File: src/rtl/logic_unit_arbiter_if.sv
// Request/response bundle for the shared logic-unit arbiter.
// Optional rsp_zero member exists only with LOGIC_ARB_ZFLAG_EN.
interface logic_unit_arbiter_if #(
    parameter int NREQ = 4,
    parameter int DW   = 32,
    parameter int IDW  = 2
);
    logic [NREQ-1:0]    req_valid;
    logic [NREQ-1:0]    req_ready;
    logic [2*NREQ-1:0]  req_op;
    logic [DW*NREQ-1:0] req_a;
    logic [DW*NREQ-1:0] req_b;
    logic               rsp_valid;
    logic               rsp_ready;
    logic [IDW-1:0]     rsp_id;
    logic [DW-1:0]      rsp_data;
`ifdef LOGIC_ARB_ZFLAG_EN
    logic               rsp_zero;
`endif

    // master: requesters and result consumer; slave: the arbiter
    modport master (
        output req_valid, req_op, req_a, req_b, rsp_ready,
        input  req_ready, rsp_valid, rsp_id, rsp_data
`ifdef LOGIC_ARB_ZFLAG_EN
        , input rsp_zero
`endif
    );

    modport slave (
        input  req_valid, req_op, req_a, req_b, rsp_ready,
        output req_ready, rsp_valid, rsp_id, rsp_data
`ifdef LOGIC_ARB_ZFLAG_EN
        , output rsp_zero
`endif
    );
endinterface

File: src/rtl/logic_unit_arbiter.sv
// Round-robin arbiter sharing one bitwise AND/OR/XOR/NOR unit, with a registered result.
// Optional zero flag on the result: define LOGIC_ARB_ZFLAG_EN.
//
// state   | meaning
// EMPTY   | no result held, rsp_valid=0
// FULL    | result held in output register, rsp_valid=1
module logic_unit_arbiter #(
    parameter int NREQ = 4,
    parameter int DW   = 32,
    parameter int IDW  = 2
) (
    input logic                  clk_i,
    input logic                  reset_n_i,
    logic_unit_arbiter_if.slave  bus
);
    typedef enum logic {S_EMPTY, S_FULL} state_t;

    state_t          state_q, state_d;
    logic [IDW-1:0]  rr_q, rr_d;
    logic [IDW-1:0]  id_q, id_d;
    logic [DW-1:0]   data_q, data_d;
`ifdef LOGIC_ARB_ZFLAG_EN
    logic            zero_q, zero_d;
`endif

    logic            can_issue;
    logic            found;
    logic [IDW-1:0]  idx;
    logic [IDW-1:0]  gnt_idx;
    logic [NREQ-1:0] grant;
    logic [1:0]      op_sel;
    logic [DW-1:0]   a_sel, b_sel, result;

    always_comb begin
        state_d   = state_q;
        rr_d      = rr_q;
        id_d      = id_q;
        data_d    = data_q;
`ifdef LOGIC_ARB_ZFLAG_EN
        zero_d    = zero_q;
`endif
        found     = 1'b0;
        idx       = '0;
        gnt_idx   = '0;
        grant     = '0;
        op_sel    = 2'b00;
        a_sel     = '0;
        b_sel     = '0;
        result    = '0;
        // grants are masked while reset is held so nothing is accepted into a clearing register
        can_issue = reset_n_i && ((state_q == S_EMPTY) || bus.rsp_ready);

        if (can_issue) begin
            for (int k = 0; k < NREQ; k++) begin
                idx = IDW'((int'(rr_q) + k) % NREQ);
                if (!found && bus.req_valid[idx]) begin
                    found   = 1'b1;
                    gnt_idx = idx;
                end
            end
        end

        if (found) begin
            grant[gnt_idx] = 1'b1;
            op_sel = bus.req_op[2*gnt_idx +: 2];
            a_sel  = bus.req_a[DW*gnt_idx +: DW];
            b_sel  = bus.req_b[DW*gnt_idx +: DW];
            case (op_sel)
                2'b00:   result = a_sel & b_sel;
                2'b01:   result = a_sel | b_sel;
                2'b10:   result = a_sel ^ b_sel;
                default: result = ~(a_sel | b_sel);
            endcase
            data_d  = result;
            id_d    = gnt_idx;
`ifdef LOGIC_ARB_ZFLAG_EN
            zero_d  = (result == '0);
`endif
            state_d = S_FULL;
            rr_d    = (gnt_idx == IDW'(NREQ - 1)) ? '0 : gnt_idx + 1'b1;
        end else if ((state_q == S_FULL) && bus.rsp_ready) begin
            state_d = S_EMPTY;
        end
    end

    always_ff @(posedge clk_i or negedge reset_n_i) begin
        if (!reset_n_i) begin
            state_q <= S_EMPTY;
            rr_q    <= '0;
            id_q    <= '0;
            data_q  <= '0;
`ifdef LOGIC_ARB_ZFLAG_EN
            zero_q  <= 1'b0;
`endif
        end else begin
            state_q <= state_d;
            rr_q    <= rr_d;
            id_q    <= id_d;
            data_q  <= data_d;
`ifdef LOGIC_ARB_ZFLAG_EN
            zero_q  <= zero_d;
`endif
        end
    end

    assign bus.req_ready = grant;
    assign bus.rsp_valid = (state_q == S_FULL);
    assign bus.rsp_id    = id_q;
    assign bus.rsp_data  = data_q;
`ifdef LOGIC_ARB_ZFLAG_EN
    assign bus.rsp_zero  = zero_q;
`endif
endmodule

File: src/flat_wrapper.sv
// flat-port wrapper written by rule: the top's interface ports become plain ports
module logic_unit_arbiter_flat 
#(
    parameter int NREQ = 4,
    parameter int DW   = 32,
    parameter int IDW  = 2
)
  (clk_i, reset_n_i, bus_req_valid, bus_req_op, bus_req_a, bus_req_b, bus_rsp_ready, bus_req_ready, bus_rsp_valid, bus_rsp_id, bus_rsp_data);
  logic_unit_arbiter_if #(.NREQ(NREQ), .DW(DW), .IDW(IDW)) bus_i ();
  input logic clk_i;
  input logic reset_n_i;
  input wire logic [$bits(bus_i.req_valid)-1:0] bus_req_valid;
  input wire logic [$bits(bus_i.req_op)-1:0] bus_req_op;
  input wire logic [$bits(bus_i.req_a)-1:0] bus_req_a;
  input wire logic [$bits(bus_i.req_b)-1:0] bus_req_b;
  input wire logic [$bits(bus_i.rsp_ready)-1:0] bus_rsp_ready;
  output wire logic [$bits(bus_i.req_ready)-1:0] bus_req_ready;
  output wire logic [$bits(bus_i.rsp_valid)-1:0] bus_rsp_valid;
  output wire logic [$bits(bus_i.rsp_id)-1:0] bus_rsp_id;
  output wire logic [$bits(bus_i.rsp_data)-1:0] bus_rsp_data;
  assign bus_i.req_valid = bus_req_valid;
  assign bus_i.req_op = bus_req_op;
  assign bus_i.req_a = bus_req_a;
  assign bus_i.req_b = bus_req_b;
  assign bus_i.rsp_ready = bus_rsp_ready;
  assign bus_req_ready = bus_i.req_ready;
  assign bus_rsp_valid = bus_i.rsp_valid;
  assign bus_rsp_id = bus_i.rsp_id;
  assign bus_rsp_data = bus_i.rsp_data;
  logic_unit_arbiter #(.NREQ(NREQ), .DW(DW), .IDW(IDW)) u_core (.clk_i(clk_i), .reset_n_i(reset_n_i), .bus(bus_i));
endmodule
File: config.mk
export PLATFORM = sky130hd
export DESIGN_NAME = logic_unit_arbiter_flat
export DESIGN_NICKNAME = d
export VERILOG_FILES = /design/src/rtl/logic_unit_arbiter_if.sv /design/src/rtl/logic_unit_arbiter.sv /design/src/flat_wrapper.sv
export SDC_FILE = /design/constraint.sdc
export NUM_CORES = 1
export LEC_CHECK = 0
export CORE_AREA = 5 5 144 146
export DETAILED_ROUTE_END_ITERATION = 12
export DIE_AREA = 0 0 149 151
export DONT_BUFFER_PORTS = 1
export SETUP_SLACK_MARGIN = 0.15
export SLEW_MARGIN = 0
export SYNTH_ARGS = -nofsm -noshare
export SYNTH_HDL_FRONTEND = slang
export SYNTH_SLANG_ARGS = --single-unit
export TNS_END_PERCENT = 5
File: constraint.sdc
create_clock -name clk_i -period 9.9 [get_ports clk_i]
set_clock_uncertainty 0.15 [all_clocks]
set_input_delay 2.475 -clock clk_i [delete_from_list [all_inputs] [get_ports clk_i]]
set_output_delay 2.475 -clock clk_i [all_outputs]
set_load 0.03 [all_outputs]
### Word level (Yosys, flattened, before mapping)

Cells that the tools add are included.
W data, S select, Z words.

| word-level totals | value |
|---|---|
| register bits | 37 |
| bits in latches | 0 |
| bits in writable memories | 0 |
| memory bits (read-only) | 0 |
| input port bits | 271 |
| output and inout port bits | 39 |
| logic and storage cells | 65 |
| memories kept | 0 |

| cells by class | value |
|---|---|
| $add $sub $neg | 4 |
| multipliers | 0 |
| div/mod/pow operators | 0 |
| magnitude comparators | 6 |
| equal/unequal tests | 3 |
| shift operators | 3 |
| mux-type cells | 28 |
| bitwise logic cells | 5 |
| reductions and logical operators | 12 |

Operator list:

| kind | number |
|---|---|
| $shiftx A128 B8 Y32 | 2 |
| $pmux W32 S3 | 1 |
| $and A32 B32 Y32 | 1 |
| $not A32 Y32 | 1 |
| $or A32 B32 Y32 | 1 |
| $xor A32 B32 Y32 | 1 |
| $lt A2 B3 Y1 const B | 5 |
| $mux W1 | 15 |
| $mux W2 | 6 |
| $bmux W1 S2 | 4 |
| $shiftx A8 B4 Y2 | 1 |
| $logic_and A1 B1 Y1 | 6 |
| $add A2 B1 Y2 const B | 2 |
| $add A2 B2 Y2 const B | 2 |
| $eq A2 B2 Y1 const B | 2 |
| $mux W4 | 1 |
| $logic_not A1 Y1 | 3 |
| $demux W1 S2 | 1 |
| $eq A2 B1 Y1 const B | 1 |
| $ge A2 B1 Y1 const B | 1 |
| $logic_not A2 Y1 | 1 |
| $reduce_bool A2 Y1 | 1 |
| $logic_or A1 B1 Y1 | 1 |
| $not A1 Y1 | 1 |

### Depth between registers and ports, before layout

| logic depth | value |
|---|---|
| word-level depth | 21 |
| mapped depth | 15 |
| gate-level depth less buffers | 11 |

### Worst setup path after synthesis

Ideal clock, no wire load.

| path | value |
|---|---|
| path kind | in2out |
| start point | input port bus_req_valid[1] |
| end point | output port bus_req_ready[0] |
| data arrival time | 4.596 ns |
| data required time | 7.275 ns |
| slack | 2.679 ns |
| stages on the path | 10 |
| path buffers | 4 |
| cell sequence | or4_1 and3_1 buf_2 and4_1 buf_6 clkinv_4 clkbuf_1 buf_2 ha_1 and2_1 |

| between the ends | value |
|---|---|
| longest elaborated chain between the ends | 21 |
| elaborated cells on any way between the ends | 33 |
| classes of those cells | 2 x order compare; 24 x mux; 7 x reduce/logical |

Ends and longest elaborated chain:

| what | line | source |
|---|---|---|
| start: declaration | flat_wrapper.sv:12 | `input wire logic [$bits(bus_i.req_valid)-1:0] bus_req_valid;` |
| $bmux W1 S2 | logic_unit_arbiter.sv:56 | `if (!found && bus.req_valid[idx]) begin` |
| $mux W1 (implied by the code) | logic_unit_arbiter.sv:56 |  |
| $mux W1 | logic_unit_arbiter.sv:56 |  |
| $mux W1 | logic_unit_arbiter.sv:53 | `if (can_issue) begin` |
| $logic_not A1 Y1 | logic_unit_arbiter.sv:56 |  |
| $logic_and A1 B1 Y1 | logic_unit_arbiter.sv:56 |  |
| $mux W1 | logic_unit_arbiter.sv:56 |  |
| $mux W1 | logic_unit_arbiter.sv:53 |  |
| [5 not listed] | - |  |
| $logic_and A1 B1 Y1 | logic_unit_arbiter.sv:56 |  |
| $mux W2 | logic_unit_arbiter.sv:56 |  |
| $mux W2 | logic_unit_arbiter.sv:53 |  |
| $lt A2 B3 Y1 (implied by the code) / $ge A2 B1 Y1 (equally long branches) | logic_unit_arbiter.sv:64 | `grant[gnt_idx] = 1'b1;` |
| $logic_and A1 B1 Y1 (implied by the code) | logic_unit_arbiter.sv:64 |  |
| $mux W1 (implied by the code) | logic_unit_arbiter.sv:64 |  |
| $demux W1 S2 | - |  |
| $mux W4 * | logic_unit_arbiter.sv:63 | `if (found) begin` |
| end: declaration | flat_wrapper.sv:17 | `output wire logic [$bits(bus_i.req_ready)-1:0] bus_req_ready;` |

Mark *: on every way between the ends. The rest lies on a longest branch, timed or not. The select of a mux whose other input is x is not followed.

### Final worst setup path

| path | value |
|---|---|
| start point | input port bus_rsp_ready |
| end point | output port bus_req_ready[0] |

| between the ends | value |
|---|---|
| longest elaborated chain between the ends | 8 |
| elaborated cells on any way between the ends | 10 |
| classes of those cells | 2 x order compare; 5 x mux; 3 x reduce/logical |

Ends and longest elaborated chain:

| what | line | source |
|---|---|---|
| start: declaration | flat_wrapper.sv:16 | `input wire logic [$bits(bus_i.rsp_ready)-1:0] bus_rsp_ready;` |
| $logic_or A1 B1 Y1 * | logic_unit_arbiter.sv:51 | `can_issue = reset_n_i && ((state_q == S_EMPTY) \|\| bus.rsp_ready);` |
| $logic_and A1 B1 Y1 * | logic_unit_arbiter.sv:51 |  |
| $mux W2 | logic_unit_arbiter.sv:53 |  |
| $lt A2 B3 Y1 (implied by the code) / $ge A2 B1 Y1 (equally long branches) | logic_unit_arbiter.sv:64 |  |
| $logic_and A1 B1 Y1 (implied by the code) | logic_unit_arbiter.sv:64 |  |
| $mux W1 (implied by the code) | logic_unit_arbiter.sv:64 |  |
| $demux W1 S2 | - |  |
| $mux W4 * | logic_unit_arbiter.sv:63 |  |

Mark *: on every way between the ends. The rest lies on a longest branch, timed or not.

==> results.md <==
* Slowest stage delay, CP at 0.71 ns
* Sequential group share of total power at 33.1%
* GRT Resource Usage Total at 16.54%
* Die outline height at 151 um
* Floorplan die area at 0.02250 mm2
* Top cells by area, synth: sky130_fd_sc_hd__nand2_1 17%, sky130_fd_sc_hd__dfrtp_1 16%, sky130_fd_sc_hd__ha_1 15%, sky130_fd_sc_hd__mux2i_1 12%, sky130_fd_sc_hd__nand3_1 6.4%
* Library cells used by synthesis at 43
* Number of nets with antenna violations after detailed routing at 0
* Post-synthesis compound-gate area fraction at 17.66%
* DR pass1 iterations at 4
* Buffers added on ports at 0
* Leakage power at 2.913 nW
* Area share of the largest cell type after synthesis at 17.28%
* Last weighted congestion value of the routability-driven placer at 0.7727
* Kind of capture point of the worst setup path: primary output
* Boundary pin count at 310
* Number of synthesized flops with an enable pin at 0
* Largest net degree at the start of global routing at 102
* Share of synthesized area spent on multiplexers at 11.60%
* Total gr overflow at 0
* Combinational family with the most area after synthesis: simple AND/OR/NAND/NOR gates
* Run status: complete, no violations
* Post-Place Setup Slack at 1.863 ns
* Share of synthesized flip-flops with an asynchronous set or reset at 100.0%
* Core Footprint at 0.01927 mm2
* Wire length per cell after detailed routing at 18.20 um
* Average vias per placed instance at 5.183
* Clock latency on the worst-skew pair at 0.28 ns
* Netlist area before placement at 0.005866 mm2
* Final HPWL from detailed placement at 14.96 mm
* Final setup violation count at 0
* Number of antenna violations at the first check in global routing at 0
* Number of buffers added to fix hold violations after cts at 0
* Number of nets in the final layout at 1151
* Chip width at 149 um
* Fraction of the yosys area taken by sequential cells at 15.78%
* Total Routed Length at 19.60 mm
* WP data required at 7.28 ns
* Dominant register cell in the synthesized netlist: sky130_fd_sc_hd__dfrtp_1
* Starting Density at 30.44%
* Maximum Capacitance Violations at 0
* Reg clk slew, reported paths at 0.06 ns
* Number of synthesized register bits at 37
* Switch share at 53.79%
* Buffers inserted during post-CTS setup optimization at 0
* Xor/xnor share of the synthesized area at 0%
* Max-slew headroom at the worst pin at 30.57%
* Clk root buf: sky130_fd_sc_hd__clkbuf_16
* Synth Instances at 861
* Simple-gate share of the synthesized area at 31.44%
* Maximum clock frequency at 0.1246 GHz
* Register Area at 925.9 um2
* Number of H-tree levels at 2
* CTS tree: built
* Post-cts sizing count at 0
* Mean Syn Cell Area at 6.813 um2
* Number of rows in the core area at 51
* Areal power density over the cells at 209.4 mW/mm2
* Design internal power at 593.4 uW
* Area leader, netlist: sky130_fd_sc_hd__nand2_1
* Clock tree sinks at 37
* DRC violation count after routing at 0
* Cell breakdown of the critical path: nand2b_1 > and3_2 > and4_4 > clkinv_4 > ha_1 > and2_1
* Multi-input combinational cell area at 0.004443 mm2
* Final slew viol count at 0
* Worst Setup Slack, final at 1.874 ns
* Part of the total power dissipated in combinational logic at 54.0%
* Transition at the pin with the smallest max-transition slack at 1.039 ns
* Area growth from synthesis to final layout at 4.565%
* DRT iter0 DRCs at 305
* Min cycle time layout at 8.026 ns
* Final worst path period share at 81.07%
* Ratio of cells with drive above 1 in the final layout at 5.296%
* Number of CTS-inserted buffers at 5
* Bufs on Longest Clock Path at 2
* Setup Crit Path Kind: input port to primary output
* Post-synth net total at 1200
* Vias in the first global route at 5359
* Post-synth top cells: 270 x sky130_fd_sc_hd__nand2_1, 75 x sky130_fd_sc_hd__nand3_1, 68 x sky130_fd_sc_hd__ha_1, 68 x sky130_fd_sc_hd__mux2i_1, 64 x sky130_fd_sc_hd__inv_1
* Startpoint Class: input port
* Worst IR drop on VDD at 64.58 uV
* Leading cell type by number of instances after synthesis: sky130_fd_sc_hd__nand2_1
* Class of the most critical hold timing path: flip-flop to flip-flop
* Crit-path slowest cell: sky130_fd_sc_hd__and3_2
* Clock group share of total power at 12.9%
* Ys Warns at 0
* First-pass GRT wire length at 29.55 mm
* Fill cells at 2124
* Crit path arrival time at 5.40 ns
* Post-Synth Adder-Cell Area at 14.51%
* Highest fanout seen on the critical path at 101
* Number of antenna repair diodes at 0
* Sw Pwr at 690.8 uW
* Sum of negative setup slack at 0 ns
* Total number of vias at 5582
* Setup repair after global routing missed its margin: false
* Number of hold violations in the final report at 0
metrics by stage:
step                      util [%]  hold slack [ns]  cell area [um2]  power [mW]  std cells
after floorplan                  -           0.3437             5866      0.9665        861
after global placement       31.09           0.3907             5991       1.115       1070
after detailed placement     31.09           0.4120             5991       1.131       1070
after CTS                    31.83           0.4267             6133       1.304       1077
after global routing         31.83           0.4790             6133       1.410       1077
final                        31.83           0.4293             6133       1.284       1077
path summary, 6_finish.rpt:
check,startpoint,depth (start not counted),slack (ns),to
setup reg to reg,u_core.bus.rsp_valid$_DFFE_PN0P_,8,5.13,u_core.bus.rsp_data[28]$_DFFE_PN0P_
max in group asynchronous,reset_n_i,0,7.77,u_core.bus.rsp_data[25]$_DFFE_PN0P_
hold reg to reg,u_core.rr_q[0]$_DFFE_PN0P_,2,0.43,u_core.rr_q[0]$_DFFE_PN0P_
min in group asynchronous,reset_n_i,0,1.73,u_core.bus.rsp_data[15]$_DFFE_PN0P_
hold / removal,u_core.rr_q[0]$_DFFE_PN0P_,2,0.43,u_core.rr_q[0]$_DFFE_PN0P_
setup / recovery,bus_rsp_ready,6,1.87,bus_req_ready[0]
final cells by class:
type	count	area share, %
Sequential cell	37	15.10
Multi-Input combinational cell	697	72.44
Clock buffer	7	2.326
Inverter	66	4.121
Tap cell	265	5.406
Timing Repair Buffer	5	0.6120
power groups by stage:
stage	Clock (mW)	Sequential [mW]	Combinational [mW]
6_report	0.165	0.425	0.694
5_1_grt	0.177	0.434	0.799
4_1_cts	0.170	0.431	0.703
3_5_place_dp	0	0.433	0.698
3_3_place_gp	0	0.431	0.685
2_1_floorplan	0	0.394	0.573
layout by cell type (no fill, tap or decap), types with 2 or more instances in the layout:
cell	count
sky130_fd_sc_hd__a211oi_1	2
sky130_fd_sc_hd__a21boi_0	2
sky130_fd_sc_hd__a21boi_1	25
sky130_fd_sc_hd__a21oi_1	56
sky130_fd_sc_hd__a221oi_1	9
sky130_fd_sc_hd__a221oi_2	19
sky130_fd_sc_hd__and2_1	37
sky130_fd_sc_hd__buf_4	5
sky130_fd_sc_hd__clkbuf_16	5
sky130_fd_sc_hd__dfrtp_1	37
sky130_fd_sc_hd__ha_1	68
sky130_fd_sc_hd__inv_1	64
sky130_fd_sc_hd__mux2i_1	68
sky130_fd_sc_hd__nand2_1	270
sky130_fd_sc_hd__nand3_1	73
sky130_fd_sc_hd__nand3_2	3
sky130_fd_sc_hd__nor2_1	29
sky130_fd_sc_hd__nor2b_1	4
sky130_fd_sc_hd__o2111ai_1	4
sky130_fd_sc_hd__o21ai_0	5
sky130_fd_sc_hd__o21bai_1	2
sky130_fd_sc_hd__or3_1	4
per-layer routing:
layer	part of all wire (%)	track usage, %	vias to the layer above
li1	-	-	2778
met2	50	29.46	240
met5	0	0	-
met3	8.0	3.770	19
met4	1.8	4.165	0
met1	40	20.17	2545
kinds of logic after synthesis:
logic type / count (synthesis)
flip-flops: 37
buffers and inverters: 127
multiplexers: 68
AND/OR/NAND/NOR: 428
AO/OA/AOI/OAI: 133
adder cells (fa/ha/maj): 68
registers in the layout (all words and copies together) (netlist names):
register	cells
u_core.rr_q	2
u_core.bus.rsp_valid	1
u_core.bus.rsp_data	32
u_core.bus.rsp_id	2
critical path: cells and delay by family:
family | cells | cell delay, ns
and+or+nand+nor | 4 | 1.79
adders and majority gates | 1 | 0.46
buffers and inverters | 1 | 0.65
No activity file was read; power rests on OpenSTA's default activity.
